File: src/rtl/alu_issue.sv
// alu_issue: RV32I ALU issue stage. Decodes the incoming instruction into
// an ALU operation plus two operands and holds the result in a 2-entry
// FIFO (head + skid) so upstream can keep streaming while the ALU stalls.
//
// Ports:
//   clk, rst               clock, synchronous active-high reset
//   inValid / inReady      upstream handshake (inReady low only when FULL)
//   inst, pc               instruction word and its address
//   rs1Data, rs2Data       register-file read values for this instruction
//   flush                  drop everything buffered and incoming
//   outValid / outReady    downstream handshake for the head entry
//   aluOp, aluX, aluY      head entry: operation and operands
//   illegal                head entry failed decode (issued with ADD 0,0)
//
// Build option: define ALU_ISSUE_BRANCH_EN to decode conditional branches
// (opcode 1100011) into compare operations; otherwise they are illegal.
module alu_issue (
    input  logic        clk,
    input  logic        rst,
    input  logic        inValid,
    output logic        inReady,
    input  logic [31:0] inst,
    input  logic [31:0] pc,
    input  logic [31:0] rs1Data,
    input  logic [31:0] rs2Data,
    input  logic        flush,
    output logic        outValid,
    input  logic        outReady,
    output logic [3:0]  aluOp,
    output logic [31:0] aluX,
    output logic [31:0] aluY,
    output logic        illegal
);
    localparam logic [3:0] OP_ADD = 4'h0, OP_SUB = 4'h1, OP_OR  = 4'h2,
                           OP_XOR = 4'h3, OP_AND = 4'h4, OP_SLTU = 4'h5,
                           OP_SLT = 4'h6, OP_SRL = 4'h7, OP_SRA = 4'h8,
                           OP_SLL = 4'h9, OP_GEU = 4'hB, OP_GE  = 4'hC,
                           OP_EQ  = 4'hD, OP_NE  = 4'hE;

    typedef enum logic [1:0] {S_EMPTY, S_ONE, S_FULL} state_t;

    // ---------------- decode ----------------
    logic [6:0]  w_opc;
    logic [2:0]  w_f3;
    logic [6:0]  w_f7;
    logic [3:0]  w_op;
    logic [31:0] w_x, w_y;
    logic        w_bad;
    logic [68:0] w_dec;    // {illegal, op, x, y}
    logic        w_unused; // register-index fields are not needed here

    assign w_opc    = inst[6:0];
    assign w_f3     = inst[14:12];
    assign w_f7     = inst[31:25];
    assign w_unused = ^{inst[11:7], inst[19:15]};

    always_comb begin
        w_op  = OP_ADD;
        w_x   = rs1Data;
        w_y   = rs2Data;
        w_bad = 1'b0;
        case (w_opc)
            7'b0110011: begin
                // funct7 0x20 is only meaningful for SUB and SRA
                if (w_f7 == 7'h00 ||
                    (w_f7 == 7'h20 && (w_f3 == 3'b000 || w_f3 == 3'b101))) begin
                    case (w_f3)
                        3'b000:  w_op = w_f7[5] ? OP_SUB : OP_ADD;
                        3'b001:  w_op = OP_SLL;
                        3'b010:  w_op = OP_SLT;
                        3'b011:  w_op = OP_SLTU;
                        3'b100:  w_op = OP_XOR;
                        3'b101:  w_op = w_f7[5] ? OP_SRA : OP_SRL;
                        3'b110:  w_op = OP_OR;
                        default: w_op = OP_AND;
                    endcase
                end else begin
                    w_bad = 1'b1;
                end
            end
            7'b0010011: begin
                w_y = {{20{inst[31]}}, inst[31:20]};
                case (w_f3)
                    3'b000:  w_op = OP_ADD;
                    3'b001: begin
                        w_op = OP_SLL;
                        w_y  = {27'd0, inst[24:20]};
                    end
                    3'b010:  w_op = OP_SLT;
                    3'b011:  w_op = OP_SLTU;
                    3'b100:  w_op = OP_XOR;
                    3'b101: begin
                        w_op = inst[30] ? OP_SRA : OP_SRL;
                        w_y  = {27'd0, inst[24:20]};
                    end
                    3'b110:  w_op = OP_OR;
                    default: w_op = OP_AND;
                endcase
            end
            7'b0110111: begin
                w_x = 32'd0;
                w_y = {inst[31:12], 12'h000};
            end
            7'b0010111: begin
                w_x = pc;
                w_y = {inst[31:12], 12'h000};
            end
`ifdef ALU_ISSUE_BRANCH_EN
            7'b1100011: begin
                case (w_f3)
                    3'b000:  w_op = OP_EQ;
                    3'b001:  w_op = OP_NE;
                    3'b100:  w_op = OP_SLT;
                    3'b101:  w_op = OP_GE;
                    3'b110:  w_op = OP_SLTU;
                    3'b111:  w_op = OP_GEU;
                    default: w_bad = 1'b1;
                endcase
            end
`endif
            default: w_bad = 1'b1;
        endcase
        // Illegal entries travel as a harmless ADD 0,0
        if (w_bad) begin
            w_op = OP_ADD;
            w_x  = 32'd0;
            w_y  = 32'd0;
        end
    end

    assign w_dec = {w_bad, w_op, w_x, w_y};

    // ---------------- FIFO control ----------------
    state_t      r_state, w_next;
    logic [68:0] r_head, r_skid;
    logic        w_acc, w_pop;
    logic        w_ld_head, w_ld_skid, w_shift;

    always_ff @(posedge clk) begin
        if (rst) r_state <= S_EMPTY;
        else     r_state <= w_next;
    end

    always_comb begin
        w_next    = r_state;
        inReady   = (r_state != S_FULL);
        outValid  = (r_state != S_EMPTY);
        w_acc     = inValid && inReady;
        w_pop     = outValid && outReady;
        w_ld_head = 1'b0;
        w_ld_skid = 1'b0;
        w_shift   = 1'b0;
        if (flush) begin
            w_next = S_EMPTY;
        end else begin
            case (r_state)
                S_EMPTY: if (w_acc) begin
                    w_next    = S_ONE;
                    w_ld_head = 1'b1;
                end
                S_ONE: begin
                    if (w_acc && w_pop) begin
                        w_ld_head = 1'b1;
                    end else if (w_acc) begin
                        w_next    = S_FULL;
                        w_ld_skid = 1'b1;
                    end else if (w_pop) begin
                        w_next = S_EMPTY;
                    end
                end
                default: if (w_pop) begin
                    w_next  = S_ONE;
                    w_shift = 1'b1;
                end
            endcase
        end
    end

    always_ff @(posedge clk) begin
        if (rst) begin
            r_head <= '0;
            r_skid <= '0;
        end else begin
            if (w_ld_head)    r_head <= w_dec;
            else if (w_shift) r_head <= r_skid;
            if (w_ld_skid)    r_skid <= w_dec;
        end
    end

    assign illegal = r_head[68];
    assign aluOp   = r_head[67:64];
    assign aluX    = r_head[63:32];
    assign aluY    = r_head[31:0];
endmodule

File: config.mk
export PLATFORM = sky130hd
export DESIGN_NAME = alu_issue
export DESIGN_NICKNAME = d
export VERILOG_FILES = /design/src/rtl/alu_issue.sv
export SDC_FILE = /design/constraint.sdc
export NUM_CORES = 1
export LEC_CHECK = 0
export CAP_MARGIN = 10
export CELL_PAD_IN_SITES_DETAIL_PLACEMENT = 1
export CELL_PAD_IN_SITES_GLOBAL_PLACEMENT = 1
export CORE_MARGIN = 5
export CORE_UTILIZATION = 25
export DETAILED_ROUTE_END_ITERATION = 8
export PLACE_DENSITY = 0.67
export RECOVER_POWER = 25
export SYNTH_ARGS = -nofsm -noshare
export SYNTH_HDL_FRONTEND = slang
export SYNTH_SLANG_ARGS = --single-unit
File: constraint.sdc
create_clock -name clk -period 2.44 [get_ports clk]
set_clock_uncertainty 0.15 [all_clocks]
set_input_delay 0.488 -clock clk [delete_from_list [all_inputs] [get_ports clk]]
set_output_delay 0.488 -clock clk [all_outputs]
set_load 0.05 [all_outputs]
Yosys cells after proc, flatten, opt, wreduce, memory -nomap -nowiden

Index checks and enable logic that the tools add are counted.

Input port bits: 133
Memories: 0
Output and inout port bits: 71
Flip-flop bits (word level): 140
ROM bits: 0
Bits in latches: 0
Bits in writable memories: 0

Shifts and indexed selects: 0
Magnitude comparators: 0
Eq/ne operators: 16
Bitwise operators: 0
Div/mod/pow operators: 0
Multipliers: 0
Multiplexer cells: 32
Reduce and logical (&&, ||, !) cells: 18
Add/sub/neg operators: 0

Operators by type and width:

| operator           | count |
|---|---|
| $mux 69            | 2 |
| $pmux 32 s2        | 2 |
| $mux 32            | 3 |
| $pmux 4 s7         | 2 |
| $eq 7x6->1 const B | 3 |
| $eq 7x5->1 const B | 2 |
| $mux 4             | 3 |
| $mux 1             | 11 |
| $mux 2             | 5 |
| $eq 3x3->1 const B | 3 |
| $pmux 4 s2         | 1 |
| $reduce_or 2->1    | 4 |
| $logic_not 7->1    | 1 |
| $eq 3x2->1 const B | 2 |
| $ne 2x2->1 const B | 3 |
| $logic_and 1x1->1  | 4 |
| $pmux 1 s2         | 2 |
| $pmux 2 s2         | 1 |
| $reduce_and 4->1   | 1 |
| $reduce_bool 2->1  | 2 |
| $eq 3x1->1 const B | 1 |
| $logic_not 3->1    | 1 |
| $ne 3x3->1 const B | 1 |
| $reduce_bool 3->1  | 1 |
| 4 further kinds    | 5 |

Longest topological paths before layout

Depth after elaboration: 8
Gate-level depth with buffers: 9

Least setup slack after synthesis

No wires, ideal clock.

Path kind: input-to-reg
From: input port inst[6]
To: register r_head[39]
Arrival: 2044 ps
Stages: 7
Library setup time: 128 ps
Setup slack: 119 ps
Cells stage by stage: nor3b_4 -> and3_1 -> buf_2 -> buf_2 -> mux2_2 -> a222oi_1 -> nor2_1

Word-level cells in the longest chain between the ends: 5
Elaborated cells between the ends (all ways): 9

Ends and longest elaborated chain:

| element                                  | RTL line | source |
|---|---|---|
| start: declaration                       | 22       | `input logic [31:0] inst,` |
| $eq 7x5->1 or $eq 7x6->1 (tied branches) | 62       | `case (w_opc)` |
| $reduce_or 3->1 (no line)                | n/a      |  |
| $pmux 1 s2                               | 62       |  |
| $mux 32 (*)                              | 124      | `if (w_bad) begin` |
| $mux 69 (*)                              | 184      | `if (w_ld_head) r_head <= w_dec;` |
| end signal: assignment                   | 184      |  |
| end signal: assignment                   | 185      | `else if (w_shift) r_head <= r_skid;` |
| end: declaration                         | 135      | `logic [68:0] r_head, r_skid;` |

Every way passes the cells marked *; elsewhere a longest branch is shown, timed or not.
A chain may end at the register's enable or synchronous reset.

Worst setup path after layout

From: input port inst[25]
To: register r_skid[4]

Word-level cells in the longest chain between the ends: 6
Elaborated cells between the ends (all ways): 7

Ends and longest elaborated chain:

| element                | RTL line | source |
|---|---|---|
| $eq 7x6->1             | 66       | `(w_f7 == 7'h20 && (w_f3 == 3'b000 \|\| w_f3 == 3'b101))) begin` |
| $logic_and 1x1->1      | 66       |  |
| $logic_or 1x1->1 (*)   | 65       | `if (w_f7 == 7'h00 \|\|` |
| $mux 1 (*)             | 65       |  |
| $pmux 1 s2 (*)         | 62       |  |
| $mux 32 (*)            | 124      |  |
| end signal: assignment | 186      | `if (w_ld_skid) r_skid <= w_dec;` |
| end: declaration       | 135      |  |

Marks and branches as above.

==> impl_metrics.toml <==
[floorplan]
fp.dieH_um = 169.7
die_x_um = 169.7
io_pins = 204
coreArea_sq_um = 25180
start_util_pct = 25.33
placementRows = 58
die_area_sq_um = 28800

[clock_network]
cts_tree = "yes"
h-tree-depth = 4
postCtsSetupRepairBufs = 0
root_buffer = "clkbuf_16"
cts_buffer_depth = 2
cts_buffers = 17
clk_transition_reported_paths_ns = 0.06
cts.sinks = 140
clkLatencyLatePin_ns = 0.42

[worst_setup_path]
crit_start = "inst[25]"
worstPathMaxFanout = 5
path_delay_family = "buffers and inverters"
critical-path-max-stage-delay_ns = 0.46
critPathRequiredTime_ns = 2.65
reg2reg_from = "r_state[1]"
cpMostUsedCell = "buf_4"
cp.arrival_ns = 2.57
crit_chain = "clkdlybuf4s50_1, nor4_2, buf_4, a21oi_1, nor4_4, buf_4, and2b_1, buf_4, a22o_1"
cp_slowest_cell = "clkdlybuf4s50_1"
crit_path_start_kind = "input pin"
endpoint_kind = "flip-flop"
path_class = "in2reg"
cp_num_buf_inv = 4

[sta]
maxSlewHeadroom_pct = 46.34
setup_slack_ns = 0.08213
setup_viol_count_final = 0
tightestPinTransition_ns = 0.8083
final-hold-violation-count = 0
min_period_ns = 2.358
max_freq_ghz = 0.4241
grt_setup_unrepaired = "no"
post-route-period-util_pct = 96.63
slew_violations = 0

[power]
ir_worst_vdd_mv = 0.3571
pwr_density_cell_nw_per_um2 = 564.4
p_leak_nw = 3.564

[placement]
dp_slack_ns = -0.3597
place.port_buffers = 198
dp_hpwl_um = 18280
gp_congestion = 0.7868

[synth]
yosys_warnings = 0
synth.net_count = 826
ys_types = 48
synth_area_sq_um = 6377
synth_edf_count = 0
synth_most_common_cell = "dfxtp_1"
synth_seq_cells = 140
syn_inst = 693
synth_area_per_cell_sq_um = 9.203
yosys.area.top_type_share_pct = 43.95
async_flop_share_pct = 0
synth_area_leaders = "dfxtp_1 44%, a222oi_1 7.1%, nor2_1 6.3%"
yosysSeqAreaShare_pct = 43.95
synth_area_leader_cell = "dfxtp_1"
ys.flop_type = "dfxtp_1"
synthTopCellsByCount = "140 x dfxtp_1, 107 x nor2_1, 52 x a22oi_1"

[cells_and_area]
n_fill_cell = 2880
area_growth_syn_to_layout_pct = 51.76
multi_input_area_sq_um = 3238
nets = 1045
post-route-util_pct = 38.43
seq_area_sq_um = 2803
drive_gt1_share_pct = 17.62
antenna_cells = 0

[drt]
vias = 6434
drc_errors = 0
drtAntennaViolNets = 0
wl_per_cell_um = 20.28
firstDrtPassIters = 6
wirelength_um = 25450
drtIter0Drc = 402
vias_per_cell = 5.127

[outcome]
status = "complete, no violations"

[global_route]
grt_pass1_vias = 6687
grt_max_degree = 50
antenna_found_initial = 3
track_usage_pct = 17.28
grt_remaining_overflow = 0
grt_pass1_wl_um = 39050

[flow_run]
cap_violations = 0

[worst_hold_path]
hold_path.startpoint = "rst"
hp-class = "in2reg"
-- power by group --
| part | internal (mW) | switching (mW) | total (mW) |
|---|---|---|---|
| logic | 0.315 | 0.278 | 0.593 |
| clock network | 1.45 | 1.12 | 2.57 |
| registers | 2.29 | 0.00414 | 2.29 |
| total | 4.06 | 1.40 | 5.46 |
-- state kept, by name, indices dropped and copies added, names as in the netlist --
name,cells
r_head,69
r_skid,69
r_state,2
-- per-layer routing --
metal / up-vias / wire, um / part of all wire (%) / track usage, %
met5: - / 26 / 0.10 / 0
met4: 6 / 332 / 1.3 / 4.305
met3: 32 / 2287 / 9.0 / 5.590
met2: 231 / 11810 / 46 / 28.78
met1: 3134 / 10990 / 43 / 21.70
li1: 3031 / - / - / -
-- per-stage QoR --
stage	area [sq um]	std cells	TNS [ns]	power, mW	hold WS, ns
after global routing	9678	1255	0	5.674	0.2852
after floorplan	6377	693	0	2.589	0.2771
after CTS	9714	1255	0	5.546	0.2845
after global placement	9139	1223	-28.86	2.941	0.2883
final	9678	1255	0	5.463	0.2855
after detailed placement	9139	1223	-34.33	2.946	0.2957
-- placed cells by master, fill, tap and decap left out, types with 17 or more instances in the layout --
cell type        Yosys  final
a21oi_1             27     27
a222oi_1            45     45
a22o_1              33     33
a22oi_1             52     52
buf_4                0     55
clkbuf_16            0     17
clkdlybuf4s50_1      0    157
dfxtp_1            140    140
dlygate4sd3_1        0     35
mux2_2              32     32
nand2_1             32     32
nand3_1             18     18
nor2_1             107    106
nor2b_1             34     34
o21ai_0             22     26
-- area by class of cell --
class / count / area share (%)
multi-input combinational: 479 / 33.46
clock buffer: 19 / 4.577
clock inverter: 13 / 1.370
inverter: 5 / 0.1939
sequential: 140 / 28.96
timing repair buffer: 269 / 27.18
tap: 330 / 4.266
-- cells by family (layout without fill, tap and decap cells) --
group           count (synthesis)  count (layout)  synth area share (%)
compound gates                227             227                 28.13
xor+xnor                        1               1                0.1374
buf+inv                        74             306                 5.395
flops                         140             140                 43.95
mux                            34              34                 5.964
simple gates                  217             217                 16.42
-- repair_timing --
item,CTS,global route
hold endpoints to repair,0,0
endpoints found under the setup margin,0,10
hold buffers,0,0
gates resized for setup,0,1
-- path summary, 6_finish.rpt --
path / end / slack (ns) / depth (start not counted)
min: r_head[2] / 0.29 / 2
max reg2reg: r_head[33] / 0.41 / 7
min reg2reg: r_skid[14] / 0.31 / 2
max: r_skid[4] / 0.08 / 9
(Power assumes the default switching activity.)
